File: src/rtl/phys_reg_release_queue.sv
// Staging FIFO between ROB commit and the 3-port physical-register free list.
// Optional duplicate-release filtering is enabled by defining RELEASE_DUP_CHECK_EN.
module phys_reg_release_queue #(
  parameter int unsigned FL_DEPTH = 32,
  parameter int unsigned TAG_W    = $clog2(FL_DEPTH),
  parameter int unsigned Q_DEPTH  = 8
) (
  input  logic                     clk,
  input  logic                     rst_n,
  input  logic                     rel_valid_0,
  input  logic                     rel_valid_1,
  input  logic                     rel_valid_2,
  input  logic [TAG_W-1:0]         rel_tag_0,
  input  logic [TAG_W-1:0]         rel_tag_1,
  input  logic [TAG_W-1:0]         rel_tag_2,
  output logic                     rel_ready,
  input  logic [TAG_W:0]           fl_count,
  output logic                     fl_wr_en_0,
  output logic                     fl_wr_en_1,
  output logic                     fl_wr_en_2,
  output logic [TAG_W-1:0]         fl_wr_tag_0,
  output logic [TAG_W-1:0]         fl_wr_tag_1,
  output logic [TAG_W-1:0]         fl_wr_tag_2,
  output logic [$clog2(Q_DEPTH):0] q_count,
  output logic                     ovf_err,
  output logic                     dup_err
);

  localparam int unsigned QA_W  = $clog2(Q_DEPTH);
  localparam int unsigned PTR_W = QA_W + 1;
  localparam int unsigned FLC_W = TAG_W + 1;

  logic [PTR_W-1:0] wr_ptr_q, wr_ptr_d, rd_ptr_q, rd_ptr_d;
  logic [PTR_W-1:0] q_count_q, q_count_d;
  logic [TAG_W-1:0] mem_q [Q_DEPTH];
  logic [TAG_W-1:0] mem_d [Q_DEPTH];
  logic             ovf_q, ovf_d;

  logic [2:0]       slot_valid;
  logic [TAG_W-1:0] slot_tag [3];
  logic [TAG_W-1:0] enq_tag [3];
  logic [1:0]       n_in, n_out;
  logic [FLC_W-1:0] headroom;
  logic [2:0]       wr_en_c;
  logic [TAG_W-1:0] wr_tag_c [3];

`ifdef RELEASE_DUP_CHECK_EN
  logic [FL_DEPTH-1:0] pend_q, pend_d;
  logic [FL_DEPTH-1:0] seen;
  logic                dup_q, dup_d;
`endif

  assign slot_valid  = {rel_valid_2, rel_valid_1, rel_valid_0};
  assign slot_tag[0] = rel_tag_0;
  assign slot_tag[1] = rel_tag_1;
  assign slot_tag[2] = rel_tag_2;

  assign rel_ready = (q_count_q <= PTR_W'(Q_DEPTH - 3));

  // Drain: up to 3 head entries, limited by occupancy and free-list headroom
  always_comb begin
    headroom = '0;
    n_out    = 2'd3;
    wr_en_c  = '0;
    for (int k = 0; k < 3; k++) wr_tag_c[k] = '0;
    if (fl_count < FLC_W'(FL_DEPTH)) headroom = FLC_W'(FL_DEPTH) - fl_count;
    if (q_count_q < PTR_W'(n_out)) n_out = q_count_q[1:0];
    if (headroom < FLC_W'(n_out)) n_out = headroom[1:0];
    for (int k = 0; k < 3; k++) begin
      if (2'(k) < n_out) begin
        wr_en_c[k]  = 1'b1;
        wr_tag_c[k] = mem_q[QA_W'(rd_ptr_q[QA_W-1:0] + QA_W'(k))];
      end
    end
  end

  // Enqueue: compact valid non-zero tags in slot order; drop the whole cycle on overflow
  always_comb begin
    n_in  = '0;
    ovf_d = ovf_q;
    for (int k = 0; k < 3; k++) enq_tag[k] = '0;
`ifdef RELEASE_DUP_CHECK_EN
    dup_d = dup_q;
    seen  = '0;
`endif
    if ((|slot_valid) && !rel_ready) begin
      ovf_d = 1'b1;
    end else begin
      for (int k = 0; k < 3; k++) begin
        if (slot_valid[k] && (slot_tag[k] != '0)) begin
`ifdef RELEASE_DUP_CHECK_EN
          if (pend_q[slot_tag[k]] || seen[slot_tag[k]]) begin
            dup_d = 1'b1;
          end else begin
            seen[slot_tag[k]] = 1'b1;
            enq_tag[n_in]     = slot_tag[k];
            n_in              = n_in + 2'd1;
          end
`else
          enq_tag[n_in] = slot_tag[k];
          n_in          = n_in + 2'd1;
`endif
        end
      end
    end
  end

  // Next-state for storage, pointers and occupancy
  always_comb begin
    mem_d = mem_q;
    for (int k = 0; k < 3; k++) begin
      if (2'(k) < n_in) mem_d[QA_W'(wr_ptr_q[QA_W-1:0] + QA_W'(k))] = enq_tag[k];
    end
    wr_ptr_d  = wr_ptr_q + PTR_W'(n_in);
    rd_ptr_d  = rd_ptr_q + PTR_W'(n_out);
    q_count_d = q_count_q + PTR_W'(n_in) - PTR_W'(n_out);
`ifdef RELEASE_DUP_CHECK_EN
    pend_d = pend_q;
    for (int k = 0; k < 3; k++) begin
      if (wr_en_c[k]) pend_d[wr_tag_c[k]] = 1'b0;
    end
    for (int k = 0; k < 3; k++) begin
      if (2'(k) < n_in) pend_d[enq_tag[k]] = 1'b1;
    end
`endif
  end

  always_ff @(posedge clk or negedge rst_n) begin
    if (!rst_n) begin
      wr_ptr_q  <= '0;
      rd_ptr_q  <= '0;
      q_count_q <= '0;
      ovf_q     <= 1'b0;
      for (int unsigned i = 0; i < Q_DEPTH; i++) mem_q[i] <= '0;
`ifdef RELEASE_DUP_CHECK_EN
      pend_q    <= '0;
      dup_q     <= 1'b0;
`endif
    end else begin
      wr_ptr_q  <= wr_ptr_d;
      rd_ptr_q  <= rd_ptr_d;
      q_count_q <= q_count_d;
      ovf_q     <= ovf_d;
      mem_q     <= mem_d;
`ifdef RELEASE_DUP_CHECK_EN
      pend_q    <= pend_d;
      dup_q     <= dup_d;
`endif
    end
  end

  assign fl_wr_en_0  = wr_en_c[0];
  assign fl_wr_en_1  = wr_en_c[1];
  assign fl_wr_en_2  = wr_en_c[2];
  assign fl_wr_tag_0 = wr_tag_c[0];
  assign fl_wr_tag_1 = wr_tag_c[1];
  assign fl_wr_tag_2 = wr_tag_c[2];
  assign q_count     = q_count_q;
  assign ovf_err     = ovf_q;
`ifdef RELEASE_DUP_CHECK_EN
  assign dup_err     = dup_q;
`else
  assign dup_err     = 1'b0;
`endif

endmodule

File: config.mk
export PLATFORM = sky130hd
export DESIGN_NAME = phys_reg_release_queue
export DESIGN_NICKNAME = d
export VERILOG_FILES = /design/src/rtl/phys_reg_release_queue.sv
export SDC_FILE = /design/constraint.sdc
export NUM_CORES = 1
export LEC_CHECK = 0
export CORE_MARGIN = 3
export CORE_UTILIZATION = 40
export CTS_BUF_LIST = sky130_fd_sc_hd__clkbuf_8
export DETAILED_ROUTE_END_ITERATION = 16
export PLACE_DENSITY = 0.59
export SYNTH_ARGS = -nofsm -noshare
export SYNTH_HDL_FRONTEND = slang
export SYNTH_SLANG_ARGS = --single-unit
export TNS_END_PERCENT = 20
File: constraint.sdc
create_clock -name clk -period 3 [get_ports clk]
set_clock_uncertainty 0.2 [all_clocks]
set_input_delay 0.3 -clock clk [delete_from_list [all_inputs] [get_ports clk]]
set_output_delay 0.3 -clock clk [all_outputs]
set_load 0.005 [all_outputs]
Yosys cells after proc, flatten, opt, wreduce, memory -nomap -nowiden
Index checks and enable logic that the tools add are counted.
{ "word_totals": {"latch_bits": 0, "in_bits": 26, "mem_bits_rw": 0, "ff_bits": 53, "rom_bits": 0, "wordCells": 116, "mem_count": 0} }
{ "op_classes": {"reduce_logical": 14, "addsub": 11, "order_cmp": 23, "bitwise_logic": 8, "shift": 0, "multipliers": 0, "n_eq_ne": 0, "muxes": 48, "div": 0} }
{ "ops": {"columns": ["op", "n"], "rows": [
  ["$bwmux 40", 3],
  ["$mux 40", 3],
  ["$mux 5", 16],
  ["$mux 15", 4],
  ["$bmux 5 s3", 3],
  ["$demux 5 s3", 3],
  ["$bwmux 15", 2],
  ["$ge 4x4->1 const B", 6],
  ["$not 3->4", 6],
  ["$demux 5 s2", 2],
  ["$reduce_bool 5->1", 3],
  ["$mux 2", 7],
  ["$add 4x2->4", 3],
  ["$lt 4x1->1 const B", 3],
  ["$logic_and 1x1->1", 9],
  ["$lt 1x2->1 const A", 4],
  ["$add 3x1->3 const B", 2],
  ["$add 3x2->3 const B", 2],
  ["$ge 3x3->1 const B", 2],
  ["$lt 3x1->1 const B", 2],
  ["$lt 6x2->1", 1],
  ["$lt 6x6->1 const B", 1],
  ["$mux 6", 1],
  ["$not 2->3", 2],
  ["9 further kinds", 14]
]} }

Logic depth before layout (Yosys ltp)
{ "logic_depth": {"depth_word": 21, "depth_mapped": 14} }

Worst setup path after synthesis
No wires, ideal clock.
{ "synth_path": {"path_type": "input to register", "start": "input port rel_tag_0[0]", "end": "register q_count_q[3], in the netlist q_count[3]", "path_stages": 12, "slack_ps": -582, "t_arrival_ps": 3303, "path_buffers": 1, "required_ps": 2721, "cell_sequence": "or4_1 -> o21ai_1 -> inv_1 -> ha_1 -> clkbuf_2 -> mux2i_4 -> nor2_1 -> ha_1 -> ha_1 -> a21o_1 -> a21oi_1 -> xor2_1"} }
{ "synth_via": {"elab_chain_len": 12} }
{ "synth_rtl": {"columns": ["item", "line_no", "text"], "rows": [
  ["start: declaration", "13", "input logic [TAG_W-1:0] rel_tag_0,"],
  ["$reduce_bool 5->1 (*)", "90", "if (slot_valid[k] && (slot_tag[k] != '0)) begin"],
  ["$logic_and 1x1->1 (*)", "90", null],
  ["$mux 1 (*)", "90", null],
  ["$mux 2 (*)", "86", "if ((|slot_valid) && !rel_ready) begin"],
  ["$add 2x1->2", "101", "n_in = n_in + 2'd1;"],
  ["$mux 2 (*)", "90", null],
  ["$mux 2 (*)", "86", null],
  ["$add 2x1->2", "101", null],
  ["$mux 2 (*)", "90", null],
  ["$mux 2 (*)", "86", null],
  ["$add 4x2->4 (*)", "116", "q_count_d = q_count_q + PTR_W'(n_in) - PTR_W'(n_out);"],
  ["$sub 4x2->4 (*)", "116", null],
  ["via q_count_d[3]", "34", "logic [PTR_W-1:0] q_count_q, q_count_d;"],
  ["end signal: assignment", "142", "q_count_q <= q_count_d;"],
  ["end: declaration", "34", null]
]} }
Mark *: on every way through the listed nets, which the timed path passes. The rest lies on a longest branch. The select of a mux whose other input is x is not followed.
A chain may end at the register's enable or synchronous reset.

Final worst setup path
{ "layout_path": {"start": "input port rel_tag_0[0]", "end": "register q_count_q[1], in the netlist q_count[1]"} }
The elaborated chain is that of the path after synthesis.

==> impl_metrics.csv <==
group,metric,value,unit
floorplanning,core,0.01051,mm^2
power_and_ir_drop,combPwrFrac,68.5,%
clocking,numCtsBuffers,5,
placed_design,dp_hpwl,11170,um
synth,synthCells,423,
timing,slew_viol_final,0,
run_status,status,"finished, final reports clean",
floorplanning,io_pins,51,
power_and_ir_drop,swShare,43.48,%
timing,tightest_slew,0.7444,ns
timing,timing.final.crit_share,98.84,%
placed_design,numPortBuffers,49,
drt,firstDrtPassIters,8,
worst_setup_path,cp-start-kind,"input port",
power_and_ir_drop,cellPowerDensity,1019,mW/mm^2
synth,async_reset_ff_share,100.0,%
synth,ys_warn_count,0,
placed_design,pre_cts_ws,-0.6756,ns
timing,hold_viol,0,
placed_design,dp_cells,677,
layout,syn2layout_area_growth,37.74,%
power_and_ir_drop,power_frac_clock,8.5,%
synth,synth_fp_nets,466,
timing,setup_viol,0,
drt,wl,14040,um
timing,setup_ws,0.03474,ns
layout,fin_cells,693,
floorplanning,initial_core_util,41.71,%
clocking,ctsLongestPathBuffers,2,
floorplanning,die-area,0.01225,mm^2
timing,period_minus_slack,2.965,ns
power_and_ir_drop,p_leak,2.867,nW
worst_setup_path,path_max_fanout,2,
drt,wire_per_inst,20.27,um
power_and_ir_drop,p_seq_share,23.1,%
layout,drive_gt1_share,33.93,%
layout,num-fill-cells,964,
layout,diodes,0,
placed_design,gp_congestion,0.9324,
worst_setup_path,reg2reg_slack,0.11,ns
worst_setup_path,endpoint_kind,"flip-flop",
drt,via_count,4184,
worst_hold_path,min_path_type,"in2async",
worst_setup_path,r2r-start,"q_count[2]",
power_and_ir_drop,p_sw,0.002675,W
floorplanning,die_w,110.7,um
clocking,clock_latency,0.31,ns
layout,nets,599,
synth,synth-edff-count,0,
global_routing,grt_use_total,22.41,%
drt,ant_nets,0,
floorplanning,die_h,110.7,um
timing,rsz0062_at_grt,"yes",
power_and_ir_drop,total_power,0.006152,W
clocking,clkSinkCount,51,
timing,slew_headroom,50.01,%
timing,max_freq,337.2,MHz
layout,final_util,57.45,%
synth,syn_area,0.004383,mm^2
global_routing,grt_pass1_vias,4120,
worst_setup_path,critical_path_class,"in2reg",
synth,synth_seq_area_share,29.12,%
clocking,cts_tree,"done",
synth,synth_area_per_cell,10.36,um^2
clocking,clkSlewWorstSetupHoldPaths,0.10,ns
clocking,htree_num_levels,2,
power_and_ir_drop,irDropWorstVdd,0.6329,mV
timing,hold_ws,0.1691,ns
synth,synth_seq_cells,51,
worst_setup_path,worstPathRequired,3.02,ns
clocking,cts-root-buf,"clkbuf_8",
global_routing,grt_pass1_wl,22050,um
synth,dominantRegCellSynth,"dfrtp_1",
global_routing,gr-total-overflow,0,
worst_setup_path,r2r_end,"q_count[1]",
worst_setup_path,r2r_cells,12,
global_routing,grt_start_max_net_pins,32,
floorplanning,row_count,37,
drt,drt_iter0_markers,434,
global_routing,antenna_found_initial,0,
power_and_ir_drop,p_int,0.003477,W
synth,ys_types,61,
run,cap_viol_max_count,0,
drt,via_per_inst,6.038,
worst_setup_path,worstPathArrival,2.98,ns
drt,route.detailed.drc,0,
layout make-up:
cell class	instances	area, um^2	share of cell area [%]
Multi-Input combinational cell	324	3105	51.44
Timing Repair Buffer	150	1280	21.20
Sequential cell	51	1276	21.14
Tap cell	136	170.2	2.819
Inverter	24	90.09	1.492
Clock buffer	5	68.82	1.140
Clock inverter	3	46.29	0.7668
critical path, stage by stage:
cell and delay [ns]:
dlygate4sd2_1 0.24, or4_4 0.55, o21ai_4 0.16, inv_2 0.06, ha_4 0.24, xor2_1 0.15
or2_4 0.25, ha_4 0.21, inv_1 0.06, ha_2 0.17, inv_1 0.05, fa_2 0.51
inv_1 0.03
synthesized netlist by cell type (4+ instances only):
| cell type | count | area (um^2) |
|---|---|---|
| mux2i_1 | 65 | 650.6 |
| dfrtp_1 | 51 | 1276 |
| nor2_1 | 34 | 127.6 |
| a222oi_1 | 33 | 330.3 |
| nand2_1 | 32 | 120.1 |
| inv_1 | 23 | 86.33 |
| mux4_2 | 20 | 450.4 |
| clkbuf_1 | 14 | 52.55 |
| ha_1 | 14 | 175.2 |
| a21oi_1 | 12 | 60.06 |
| buf_1 | 6 | 22.52 |
| nand2b_1 | 6 | 37.54 |
| nand3_1 | 6 | 30.03 |
| nor4_4 | 6 | 127.6 |
| o21ai_0 | 6 | 30.03 |
| a21o_1 | 5 | 37.54 |
| a21oi_2 | 5 | 43.79 |
| xor2_1 | 5 | 43.79 |
| a31oi_1 | 4 | 25.02 |
| o221ai_1 | 4 | 35.03 |
| o31ai_1 | 4 | 30.03 |
power by group through the flow:
stage                     Combinational, W  Clock [W]  Sequential, W
after detailed placement           0.00417          0        0.00143
final                              0.00421   0.000520        0.00142
after floorplan                    0.00284          0        0.00125
after global routing               0.00457   0.000555        0.00147
after CTS                          0.00415   0.000526        0.00141
after global placement             0.00410          0        0.00141
routing by layer:
layer  up-vias  track usage [%]  part of all wire, %
met5         -                0                    0
met4         0            5.665                  1.7
met3        16            3.275                  6.3
met2       176            39.28                   50
met1      2066            29.06                   42
li1       1926                -                    -
worst max-delay path by stage:
| stage | slack (ns) | endpoint | startpoint |
|---|---|---|---|
| 6_report | 0.03 | q_count[1] | rel_tag_0[0] |
| 5_1_grt | -0.06 | mem_q[38] | rel_tag_0[0] |
| 4_1_cts | -0.12 | fl_wr_tag_2[3] | fl_count[1] |
| 3_5_place_dp | -0.68 | q_count[1] | rel_tag_0[4] |
| 3_3_place_gp | -0.63 | q_count[1] | rel_tag_0[4] |
| 2_1_floorplan | -0.32 | q_count[3] | rel_tag_0[4] |
state kept, by name (all words and copies together) (netlist names):
signal	count
mem_q	40
q_count	4
rd_ptr_q	3
wr_ptr_q	3
ovf_err	1
timing repair:
action / CTS / global route
endpoints found under the setup margin: 61 / 40
hold endpoints to repair: 25 / 0
buffers inserted: 1 / 6
pin swaps: 11 / 17
gates resized for setup: 49 / 22
hold buffers: 1 / 0
cells in the final DEF (no fill, tap or decap), drive strengths merged, types with 4 or more instances in the layout:
| cell | netlist | layout |
|---|---|---|
| buf | 9 | 101 |
| mux2i | 66 | 66 |
| dfrtp | 51 | 51 |
| nor2 | 34 | 34 |
| a222oi | 33 | 33 |
| nand2 | 32 | 32 |
| dlygate4sd2 | 0 | 24 |
| inv | 23 | 24 |
| clkdlybuf4s50 | 0 | 21 |
| mux4 | 20 | 20 |
| a21oi | 17 | 17 |
| ha | 14 | 14 |
| o21ai | 10 | 10 |
| nor4 | 8 | 8 |
| nand3 | 6 | 6 |
| nand2b | 6 | 6 |
| xor2 | 5 | 5 |
| a21o | 5 | 5 |
| clkbuf | 15 | 5 |
| nor3 | 5 | 5 |
| a31oi | 4 | 4 |
| o221ai | 4 | 4 |
| or4 | 4 | 4 |
| a211oi | 4 | 4 |
| o31ai | 4 | 4 |
cells by family after synthesis:
family | count (synthesis) | synth area share [%]
and+or+nand+nor | 114 | 15.50
AOI/OAI and AO/OA | 96 | 17.84
muxes | 88 | 26.15
DFF | 51 | 29.12
buffers and inverters | 48 | 4.339
adders and majority gates | 17 | 5.367
xor gates and xnor gates | 8 | 1.599
other | 1 | 0.08556
per-stage QoR:
stage	area [um^2]	setup TNS [ns]
6_report	6037	0
5_1_grt	6037	-0.1286
4_1_cts	5911	-0.1419
3_5_place_dp	5710	-26.96
3_3_place_gp	5710	-24.26
2_1_floorplan	4433	-0.8347
(Power assumes the default switching activity.)
